`src/rtl/pool_pkg.sv`:
```
// Shared definitions for the pooling phase sequencer: state encoding,
// phase-to-timer bit mapping and the default frame geometry.
package pool_pkg;

    // State encoding doubles as the externally visible phase code.
    typedef enum logic [2:0] {
        PH_IDLE    = 3'd0,
        PH_LOAD    = 3'd1,
        PH_COMPUTE = 3'd2,
        PH_SETTLE  = 3'd3,
        PH_WRITE   = 3'd4,
        PH_FEND    = 3'd5,
        PH_ERROR   = 3'd6
    } phase_t;

    // Bit position of each phase within tmr_en / tmr_done.
    localparam int TMR_LOAD    = 0;
    localparam int TMR_COMPUTE = 1;
    localparam int TMR_SETTLE  = 2;
    localparam int TMR_WRITE   = 3;
    localparam int TMR_FEND    = 4;

    localparam int DEF_NUM_ROWS = 14;

    // One-hot timer enable for a timed phase; zero for IDLE and ERROR.
    function automatic logic [4:0] phase_tmr_en(input phase_t ph);
        logic [4:0] en;
        en = 5'b00000;
        case (ph)
            PH_LOAD:    en[TMR_LOAD]    = 1'b1;
            PH_COMPUTE: en[TMR_COMPUTE] = 1'b1;
            PH_SETTLE:  en[TMR_SETTLE]  = 1'b1;
            PH_WRITE:   en[TMR_WRITE]   = 1'b1;
            PH_FEND:    en[TMR_FEND]    = 1'b1;
            default:    en = 5'b00000;
        endcase
        return en;
    endfunction

endpackage

```
`src/rtl/pool_phase_wdog.sv`:
```
// Per-phase watchdog: counts cycles spent in the current phase and flags
// the cycle in which the phase has used up its WDOG_MAX-cycle allowance.
module pool_phase_wdog #(
    parameter int WDOG_MAX = 4095,
    parameter int WDOG_W   = 12
) (
    input  logic S_AXIS_ACLK,
    input  logic S_AXIS_ARESETN,
    input  logic clr,
    output logic expire
);

    // WDOG_MAX of zero turns the watchdog off entirely.
    localparam bit                ENABLED = (WDOG_MAX != 0);
    localparam logic [WDOG_W-1:0] LIMIT   = ENABLED ? WDOG_W'(WDOG_MAX - 1) : '0;

    logic [WDOG_W-1:0] cnt;

    // Count cycles in the phase; saturate at the limit, restart on clear.
    always_ff @(posedge S_AXIS_ACLK or negedge S_AXIS_ARESETN) begin
        if (!S_AXIS_ARESETN) begin
            cnt <= '0;
        end else if (clr) begin
            cnt <= '0;
        end else if (cnt != LIMIT) begin
            cnt <= cnt + 1'b1;
        end
    end

    // The phase's first cycle sees cnt==0, so cnt==LIMIT is its WDOG_MAX-th cycle.
    assign expire = ENABLED && (cnt == LIMIT);

endmodule

```
`src/rtl/pool_phase_sequencer.sv`:
```
// Frame sequencer for the pooling datapath. Walks LOAD/COMPUTE/SETTLE/WRITE
// once per output row, then FRAME_END, handshaking with the timing block
// through tmr_en/tmr_done. Stream gates open only in LOAD (input) and
// WRITE (output). Handshake: the sequencer holds tmr_en[k] high for the
// whole of phase k and leaves the phase on the edge after it samples
// tmr_done[k]=1; dropping tmr_en[k] is the timing block's cue to clear.
module pool_phase_sequencer
    import pool_pkg::*;
#(
    parameter int NUM_ROWS = DEF_NUM_ROWS,
    parameter int ROW_W    = 4,
    parameter int WDOG_MAX = 4095,
    parameter int WDOG_W   = 12
) (
    input  logic             S_AXIS_ACLK,
    input  logic             S_AXIS_ARESETN,
    input  logic             start,
    input  logic             abort,
    input  logic [4:0]       tmr_done,
    output logic [4:0]       tmr_en,
    output logic [2:0]       phase,
    output logic [ROW_W-1:0] row_idx,
    output logic             busy,
    output logic             s_tready_gate,
    output logic             m_tvalid_gate,
    output logic             frame_done,
    output logic             err
);

    localparam logic [ROW_W-1:0] LAST_ROW = ROW_W'(NUM_ROWS - 1);

    phase_t           state_q;
    phase_t           state_d;
    logic             wdog_clr;
    logic             wdog_expire;
    logic [4:0]       tmr_en_d;
    logic [ROW_W-1:0] row_d;
    logic             err_d;
    logic             frame_done_d;
    logic             restart;

    // Watchdog restarts on every phase change and idles outside timed phases.
    assign wdog_clr = (state_d != state_q) || (state_q == PH_IDLE) || (state_q == PH_ERROR);

    pool_phase_wdog #(
        .WDOG_MAX (WDOG_MAX),
        .WDOG_W   (WDOG_W)
    ) u_wdog (
        .S_AXIS_ACLK    (S_AXIS_ACLK),
        .S_AXIS_ARESETN (S_AXIS_ARESETN),
        .clr            (wdog_clr),
        .expire         (wdog_expire)
    );

    // State register.
    always_ff @(posedge S_AXIS_ACLK or negedge S_AXIS_ARESETN) begin
        if (!S_AXIS_ARESETN) begin
            state_q <= PH_IDLE;
        end else begin
            state_q <= state_d;
        end
    end

    // Next state: abort first, then the current phase's own done bit, then watchdog.
    always_comb begin
        state_d = state_q;
        if (abort) begin
            state_d = PH_IDLE;
        end else begin
            case (state_q)
                PH_IDLE: if (start) state_d = PH_LOAD;
                PH_LOAD: begin
                    if (tmr_done[TMR_LOAD])      state_d = PH_COMPUTE;
                    else if (wdog_expire)        state_d = PH_ERROR;
                end
                PH_COMPUTE: begin
                    if (tmr_done[TMR_COMPUTE])   state_d = PH_SETTLE;
                    else if (wdog_expire)        state_d = PH_ERROR;
                end
                PH_SETTLE: begin
                    if (tmr_done[TMR_SETTLE])    state_d = PH_WRITE;
                    else if (wdog_expire)        state_d = PH_ERROR;
                end
                PH_WRITE: begin
                    if (tmr_done[TMR_WRITE])     state_d = (row_idx == LAST_ROW) ? PH_FEND : PH_LOAD;
                    else if (wdog_expire)        state_d = PH_ERROR;
                end
                PH_FEND: begin
                    if (tmr_done[TMR_FEND])      state_d = PH_IDLE;
                    else if (wdog_expire)        state_d = PH_ERROR;
                end
                PH_ERROR: if (start) state_d = PH_LOAD;
                default: state_d = PH_IDLE;
            endcase
        end
    end

    // Output decode from the next state so registered outputs line up with it.
    always_comb begin
        restart      = ((state_q == PH_IDLE) || (state_q == PH_ERROR)) && (state_d == PH_LOAD);
        tmr_en_d     = phase_tmr_en(state_d);
        row_d        = row_idx;
        err_d        = err;
        frame_done_d = (state_q == PH_FEND) && (state_d == PH_IDLE) && !abort;
        if (state_d == PH_IDLE || restart) begin
            row_d = '0;
        end else if (state_q == PH_WRITE && state_d == PH_LOAD) begin
            row_d = row_idx + 1'b1;
        end
        if (restart) begin
            err_d = 1'b0;
        end else if (state_d == PH_ERROR && state_q != PH_ERROR) begin
            err_d = 1'b1;
        end
    end

    // Output registers.
    always_ff @(posedge S_AXIS_ACLK or negedge S_AXIS_ARESETN) begin
        if (!S_AXIS_ARESETN) begin
            tmr_en        <= '0;
            row_idx       <= '0;
            busy          <= 1'b0;
            s_tready_gate <= 1'b0;
            m_tvalid_gate <= 1'b0;
            frame_done    <= 1'b0;
            err           <= 1'b0;
        end else begin
            tmr_en        <= tmr_en_d;
            row_idx       <= row_d;
            busy          <= (state_d != PH_IDLE);
            s_tready_gate <= (state_d == PH_LOAD);
            m_tvalid_gate <= (state_d == PH_WRITE);
            frame_done    <= frame_done_d;
            err           <= err_d;
        end
    end

    assign phase = state_q;

endmodule

```
`config.mk`:
```
export PLATFORM = sky130hd
export DESIGN_NAME = pool_phase_sequencer
export DESIGN_NICKNAME = d
export VERILOG_FILES = /design/src/rtl/pool_pkg.sv /design/src/rtl/pool_phase_wdog.sv /design/src/rtl/pool_phase_sequencer.sv
export SDC_FILE = /design/constraint.sdc
export NUM_CORES = 1
export LEC_CHECK = 0
export ABC_AREA = 1
export BUFFER_PORTS_ARGS = -buffer_cell sky130_fd_sc_hd__buf_2
export CAP_MARGIN = 20
export CORE_UTILIZATION = 55
export DETAILED_ROUTE_END_ITERATION = 7
export PLACE_DENSITY = 0.78
export RECOVER_POWER = 100
export SLEW_MARGIN = 20
export SYNTH_ARGS = -nofsm -noshare
export SYNTH_HDL_FRONTEND = slang
export SYNTH_SLANG_ARGS = --single-unit
```
`constraint.sdc`:
```
create_clock -name S_AXIS_ACLK -period 3.32 [get_ports S_AXIS_ACLK]
set_input_delay 0.498 -clock S_AXIS_ACLK [delete_from_list [all_inputs] [get_ports S_AXIS_ACLK]]
set_output_delay 0.498 -clock S_AXIS_ACLK [all_outputs]
set_load 0.01 [all_outputs]
```
==> reports/metrics.yaml, run 1 <==
global_routing:
  grt.total_usage_pct: 21.7
  grt_pass1_wl_um: 5420
  grt_max_degree: 28
  first_global_vias: 1275
  overflow: 0
  antenna_found_initial: 0
detailed_routing:
  drt_first_pass_iters: 7
  routed-wl-met2_um: 1470
  ant_nets: 0
  top_layer: "met4"
  drc: 4
  first_iter_violations: 54
  viasPerCell: 5.22
  met3_length_um: 147
  wirelength_um: 3100
  vias: 1348
  post_drt_wl_per_cell_um: 12.0
  drt-met1-wl_um: 1440
sta:
  hold_viol_final: 0
  whs_ns: 0.382
  finalMaxSlewViolations: 0
  fin_crit_sh_pct: 72.9
  fin_crit_ns: 2.42
  worst_slew_pin_slew_ns: 1.37
  fmax_mhz: 413
  setup_tns_ns: 0
  finClkSkew_ns: 0.00932
  final-setup-viol-count: 0
  finalWorstSetupSlack_ns: 0.900
  rsz0062_at_grt: "false"
  slew_headroom_pct: 8.82
placement:
  placedInstanceArea_um2: 1760
  dpl.hpwl_um: 2390
  dp.cells: 254
  dp_slack_ns: 1.23
  gp_routability_congestion: 0.870
  io_buffers: 25
floorplan:
  core_area_um2: 2810
  die_w_um: 56.8
  io_pins: 26
  initial_core_util_pct: 58.9
  dieArea_um2: 3230
  rows: 19
  die_height_um: 56.8
cts:
  cts_resized: 0
  clkSinkCount: 27
  cts_root_buf: "clkbuf_4"
  hold_buffers: 0
  cts.clk_slew.worst_paths_ns: 0.13
  clk_path_buf_depth: 2
  clk_latency_ns: 0.32
  tritoncts: "yes"
  post_cts_buffers: 0
  numCtsBuffers: 3
  htreeDepth: 1
setup_path:
  crit_path_max_fanout: 11
  critPathLaunchType: "flop"
  r2r_start: "phase[1]"
  critPathArrivalTime_ns: 2.68
  critPathKind: "reg -> reg"
  regToRegEndpoint: "row_idx[1]"
  ff2ff_path_depth: 10
  cp.required_ns: 3.58
  r2r_slack_ns: 0.90
  setup.worst_path.end_class: "flop"
run:
  cap_violations: 0
logic_synthesis:
  netlist_instances: 204
  ys.flop_type: "dfrtp_1"
  synth.yosys.warnings: 0
  synth_cell_type_count: 30
  async_flop_share_pct: 100
  synth_nets: 217
  avgSynthCellArea_um2: 8.10
  synth_edf_count: 0
  yosysSeqAreaShare_pct: 40.9
  ys_ff_latch: 27
  syn-cell-area_um2: 1650
power_and_ir_drop:
  power.switching_uw: 152
  peakVddDrop_v: 0.000308
  cellPowerDensity_nw_per_um2: 326
  p_int_uw: 407
  switching_share_pct: 27.2
  pwr-share-seq_pct: 61.8
  p_clk_share_pct: 24.3
  combPwrFrac_pct: 13.9
  p_leak_uw: 0.000868
hold_path:
  hp-class: "in -> reg"
  hold_path_depth: 2
  whs_endpoint: "frame_done"
  hp-start: "abort"
finish:
  final_common_cell: "nand2_1"
  layout.nets: 241
  layout_common_cells: "39 x nand2_1, 34 x nor2_1, 27 x dfrtp_1"
  drive_gt1_share_pct: 16.3
  antenna_cells: 0
  instances_no_fill: 258
  area_growth_pct: 3.71
  fin_area_um2: 1710
status:
  status: "finished, violations left"
  violations: "design-rule violations"
[state kept, by name, summed over array words and instances, names as in the netlist]
name        cells
row_idx         4
err             1
phase           3
frame_done      1
tmr_en          5
busy            1
u_wdog.cnt     12
[power groups by stage]
stage / combinational (uW) / sequential, uW / clock [uW]
6_report: 77.6 / 346 / 136
2_1_floorplan: 68.3 / 350 / 0
5_1_grt: 88.8 / 347 / 154
4_1_cts: 87.0 / 346 / 143
3_3_place_gp: 85.6 / 352 / 0
3_5_place_dp: 86.5 / 352 / 0
[logic make-up after synthesis]
logic type,after synthesis,synth area share [%]
buffers and inverters,33,9.84
xor gates and xnor gates,8,4.24
AOI/OAI and AO/OA,10,4.54
and+or+nand+nor,122,37.5
DFF,27,40.9
adders and majority gates,4,3.03
[worst max path at each step]
stage | startpoint | to | slack, ns | cells past startpoint
finish | phase[1] | row_idx[1] | 0.90 | 10
CTS | phase[0] | u_wdog.cnt[11] | 1.20 | 13
detailed placement | phase[0] | u_wdog.cnt[5] | 1.23 | 13
global route | phase[1] | row_idx[2] | 0.62 | 11
floorplan | u_wdog.cnt[0] | u_wdog.cnt[3] | 1.57 | 15
global placement | phase[0] | u_wdog.cnt[5] | 1.25 | 13
[area by class of cell]
class                           instances  area (um2)
Clock buffer                            4        26.3
Inverter                               27         106
Tap cell                               31        38.8
Multi-Input combinational cell        144         764
Timing Repair Buffer                   25         103
Sequential cell                        27         676
Fill cell                             284        1090
[cell usage after synthesis, types with 4 or more instances]
cell type / number / area (um2)
nor2_1: 30 / 113
nor2_2: 14 / 87.6
xor2_1: 7 / 61.3
nand2_2: 5 / 31.3
nand4_1: 4 / 25.0
dfrtp_1: 27 / 676
inv_2: 4 / 15.0
ha_1: 4 / 50.1
nand2_1: 36 / 135
nand3_2: 5 / 50.1
inv_1: 21 / 78.8
nand3_1: 18 / 90.1
[routing by layer]
layer / GRT usage, % / up-vias
met3: 5.07 / 6
met2: 36.7 / 41
li1: - / 687
met5: 0 / -
met4: 5.92 / 0
met1: 27.9 / 614
[metrics by stage]
stage | utilization (%) | total power (uW)
after global routing | 61.1 | 590
after detailed placement | 62.8 | 439
after floorplan | - | 418
final | 61.1 | 559
after global placement | 62.8 | 438
after CTS | 63.7 | 576
[critical path: stages (launching register included)]
cell     delay (ns)
dfrtp_1        0.58
inv_1          0.20
nand3_1        0.12
nor2_1         0.17
nor2_1         0.07
nand2_1        0.07
nand2_1        0.08
a21oi_1        0.46
nand4_1        0.28
or2_0          0.28
nand2_1        0.07
(Power assumes the default switching activity.)
==> run 2, diff against run 1 <==
--- a/config.mk
+++ b/config.mk
@@ -8,9 +8,9 @@
 export ABC_AREA = 1
 export BUFFER_PORTS_ARGS = -buffer_cell sky130_fd_sc_hd__buf_2
 export CAP_MARGIN = 20
-export CORE_UTILIZATION = 55
+export CORE_UTILIZATION = 50
 export DETAILED_ROUTE_END_ITERATION = 7
-export PLACE_DENSITY = 0.78
+export PLACE_DENSITY = 0.75
 export RECOVER_POWER = 100
 export SLEW_MARGIN = 20
 export SYNTH_ARGS = -nofsm -noshare
==> constraint.sdc (replaced) <==
create_clock -name S_AXIS_ACLK -period 2 [get_ports S_AXIS_ACLK]
set_input_delay 0.3 -clock S_AXIS_ACLK [delete_from_list [all_inputs] [get_ports S_AXIS_ACLK]]
set_output_delay 0.3 -clock S_AXIS_ACLK [all_outputs]
set_load 0.01 [all_outputs]
==> run 2 against run 1 <==
Compared with the run above:
- the flow now finishes without violations
- cell area is 16% higher
- clock skew decreased by 0.0023 ns
- worst setup slack worse by 0.81 ns
- cell count is 12% higher
- global-route usage fell by 1.3 points
- maximum frequency is 27% higher
- first-iteration DRC count up 1.9%
- flip-flop and latch count unchanged
- total power up 78%
- sequential share of layout area is 5.2 points lower
- critical path type unchanged
- largest power group unchanged
==> reports/metrics.yaml, run 2 (same netlist as run 1, synthesis figures left out) <==
floorplan:
  die_height_um: 59.5  # +4.7%
  dieArea_um2: 3540  # +9.6%
  io_pins: 26  # unchanged
  core_area_um2: 3100  # +11%
  initial_core_util_pct: 53.3  # -5.7 points
  rows: 20  # +1
  die_w_um: 59.5  # +4.7%
global_routing:
  grt_pass1_wl_um: 5420  # unchanged
  grt.total_usage_pct: 20.5  # -1.3 points
  antenna_found_initial: 0  # unchanged
  grt_max_degree: 28  # unchanged
  first_global_vias: 1209  # -5.2%
  overflow: 0  # unchanged
power_and_ir_drop:
  combPwrFrac_pct: 18.5  # +4.6 points
  p_int_uw: 700  # +72%
  p_clk_share_pct: 23.9  # -0.4 points
  p_leak_uw: 0.000989  # +14%
  peakVddDrop_v: 0.000257  # -17%
  pwr-share-seq_pct: 57.6  # -4.2 points
  cellPowerDensity_nw_per_um2: 501  # +54%
  power.switching_uw: 294  # +93%
  switching_share_pct: 29.6  # +2.4 points
finish:
  layout_common_cells: "34 x nand2_1, 25 x nor2_1, 24 x dfrtp_1"
  reg.largest.list: "u_wdog.cnt: 12 flops, tmr_en: 5 flops, row_idx: 4 flops"
  drive_gt1_share_pct: 32.8  # +16 points
  layout.nets: 258  # +7.1%
  area_growth_pct: 20.0
  largest_register: "u_wdog.cnt"
  largest_reg_flops: 12  # unchanged
  multiInputGateArea_um2: 888  # +16%
  antenna_cells: 0  # unchanged
  fin_area_um2: 1980  # +16%
  fillers: 291  # +2.5%
  final_common_cell: "nand2_1"
  regArea_um2: 679  # +0.56%
setup_path:
  path_cells: "inv_2 -> ha_4 -> nand2_2 -> nor2_2 -> nand3_2 -> nand2_1 -> nand2_1 -> nand3_2 -> nand2_4 -> inv_2 -> nand2_2 -> a21oi_4 -> nand2_4 -> nor2_4"
  slowest_delay_ns: 0.41  # -0.17 ns
  r2r_start: "u_wdog.cnt[0]"
  critPathLaunchType: "flop"
  startpoint: "u_wdog.cnt[0]"
  crit_path_max_fanout: 6  # -5
  critPathKind: "reg -> reg"
  setup.worst_path.end_class: "flop"
  cp.required_ns: 2.27  # -1.31 ns
  slowest_stage: "dfrtp_1"
  critPathArrivalTime_ns: 2.18  # -0.50 ns
status:
  status: "finished clean"
sta:
  finClkSkew_ns: 0.00698  # -0.00234 ns
  hold_viol_final: 0  # unchanged
  fin_crit_sh_pct: 95.6  # +23 points
  rsz0062_at_grt: "true"
  fin_crit_ns: 1.91  # -0.508 ns
  worst_slew_pin_slew_ns: 0.674  # -0.693 ns
  finalMaxSlewViolations: 0  # unchanged
  slew_headroom_pct: 55.0  # +46 points
  final-setup-viol-count: 0  # unchanged
  whs_ns: 0.194  # -0.189 ns
  fmax_mhz: 523  # +27%
cts:
  tritoncts: "yes"
  htreeDepth: 1  # unchanged
  cts_root_buf: "clkbuf_4"
  clk_path_buf_depth: 2  # unchanged
  clk_latency_ns: 0.32  # about the same
  numCtsBuffers: 3  # unchanged
  cts.clk_slew.worst_paths_ns: 0.15  # +0.02 ns
  clkSinkCount: 27  # unchanged
placement:
  placedInstanceArea_um2: 1850  # +5.2%
  io_buffers: 25  # unchanged
  dpl.hpwl_um: 2440  # +2.3%
  gp_routability_congestion: 0.834  # -4.1%
detailed_routing:
  ant_nets: 0  # unchanged
  first_iter_violations: 55  # +1.9%
  vias: 1418  # +5.2%
  post_drt_wl_per_cell_um: 12.0  # -0.30%
  wirelength_um: 3450  # +11%
  viasPerCell: 4.92  # -5.8%
  drt_first_pass_iters: 4  # -3
  drc: 0  # -4
run:
  cap_violations: 0  # unchanged
hold_path:
  hp-start: "abort"
  hp-class: "in -> reg"
-- run 2: critical path, delay by kind of cell (launching register included) --
family,cells,cell delay (ns)
AND/OR/NAND/NOR,10,0.92
flip-flops,1,0.41
AO/OA/AOI/OAI,1,0.23
buffers and inverters,2,0.14
adder cells (fa/ha/maj),1,0.13
-- run 2: power by group through the flow --
stage          Sequential, uW  Clock, uW  Combinational [uW]
2_1_floorplan             580          0                 113
3_3_place_gp              581          0                 161
3_5_place_dp              581          0                 162
4_1_cts                   571        246                 164
5_1_grt                   575        265                 201
6_report                  572        238                 183
-- run 2: metal layers --
| metal | global-route usage, % | part of all wire [%] | up-vias |
|---|---|---|---|
| met5 | 0 | 0 | - |
| met4 | 6.98 | 1.1 | 0 |
| met3 | 2.62 | 4.1 | 4 |
| met2 | 31.0 | 44 | 37 |
| met1 | 30.2 | 51 | 649 |
| li1 | - | - | 728 |
-- run 2: final cells by class --
cell class	instances	area share (%)
Tap cell	44	2.78
Multi-Input combinational cell	145	44.8
Sequential cell	27	34.3
Clock buffer	4	1.32
Inverter	27	5.36
Timing Repair Buffer	41	11.5
-- run 2: worst paths after layout --
| path | end | slack (ns) | cells after the start |
|---|---|---|---|
| max in group asynchronous | phase[2] | 1.00 | 2 |
| worst max register to register | u_wdog.cnt[10] | 0.09 | 14 |
| worst min-delay path | frame_done | 0.19 | 2 |
| min in group asynchronous | u_wdog.cnt[0] | 0.52 | 2 |
| worst max-delay path | u_wdog.cnt[10] | 0.09 | 14 |
| worst min register to register | err | 0.54 | 2 |
-- run 2: through the flow --
step | setup WS, ns | power, uW | setup TNS [ns] | instances | utilization (%)
final | 0.0878 | 994 | 0 | 288 | 63.9
after global routing | -0.0294 | 1040 | -0.0542 | 288 | 63.9
after CTS | 0.0137 | 981 | 0 | 282 | 60.9
after detailed placement | -0.0136 | 742 | -0.0286 | 277 | 59.7
after global placement | 0.0402 | 742 | 0 | 277 | 59.7
after floorplan | 0.246 | 694 | 0 | 204 | -
-- run 2: repair_timing --
item,in CTS,in global routing
gates cloned,0,1
resized for setup,2,18
hold buffers,1,0
pin swaps,0,10
endpoints found under the setup margin,5,16
setup buffers,0,5
hold endpoints to repair,27,0
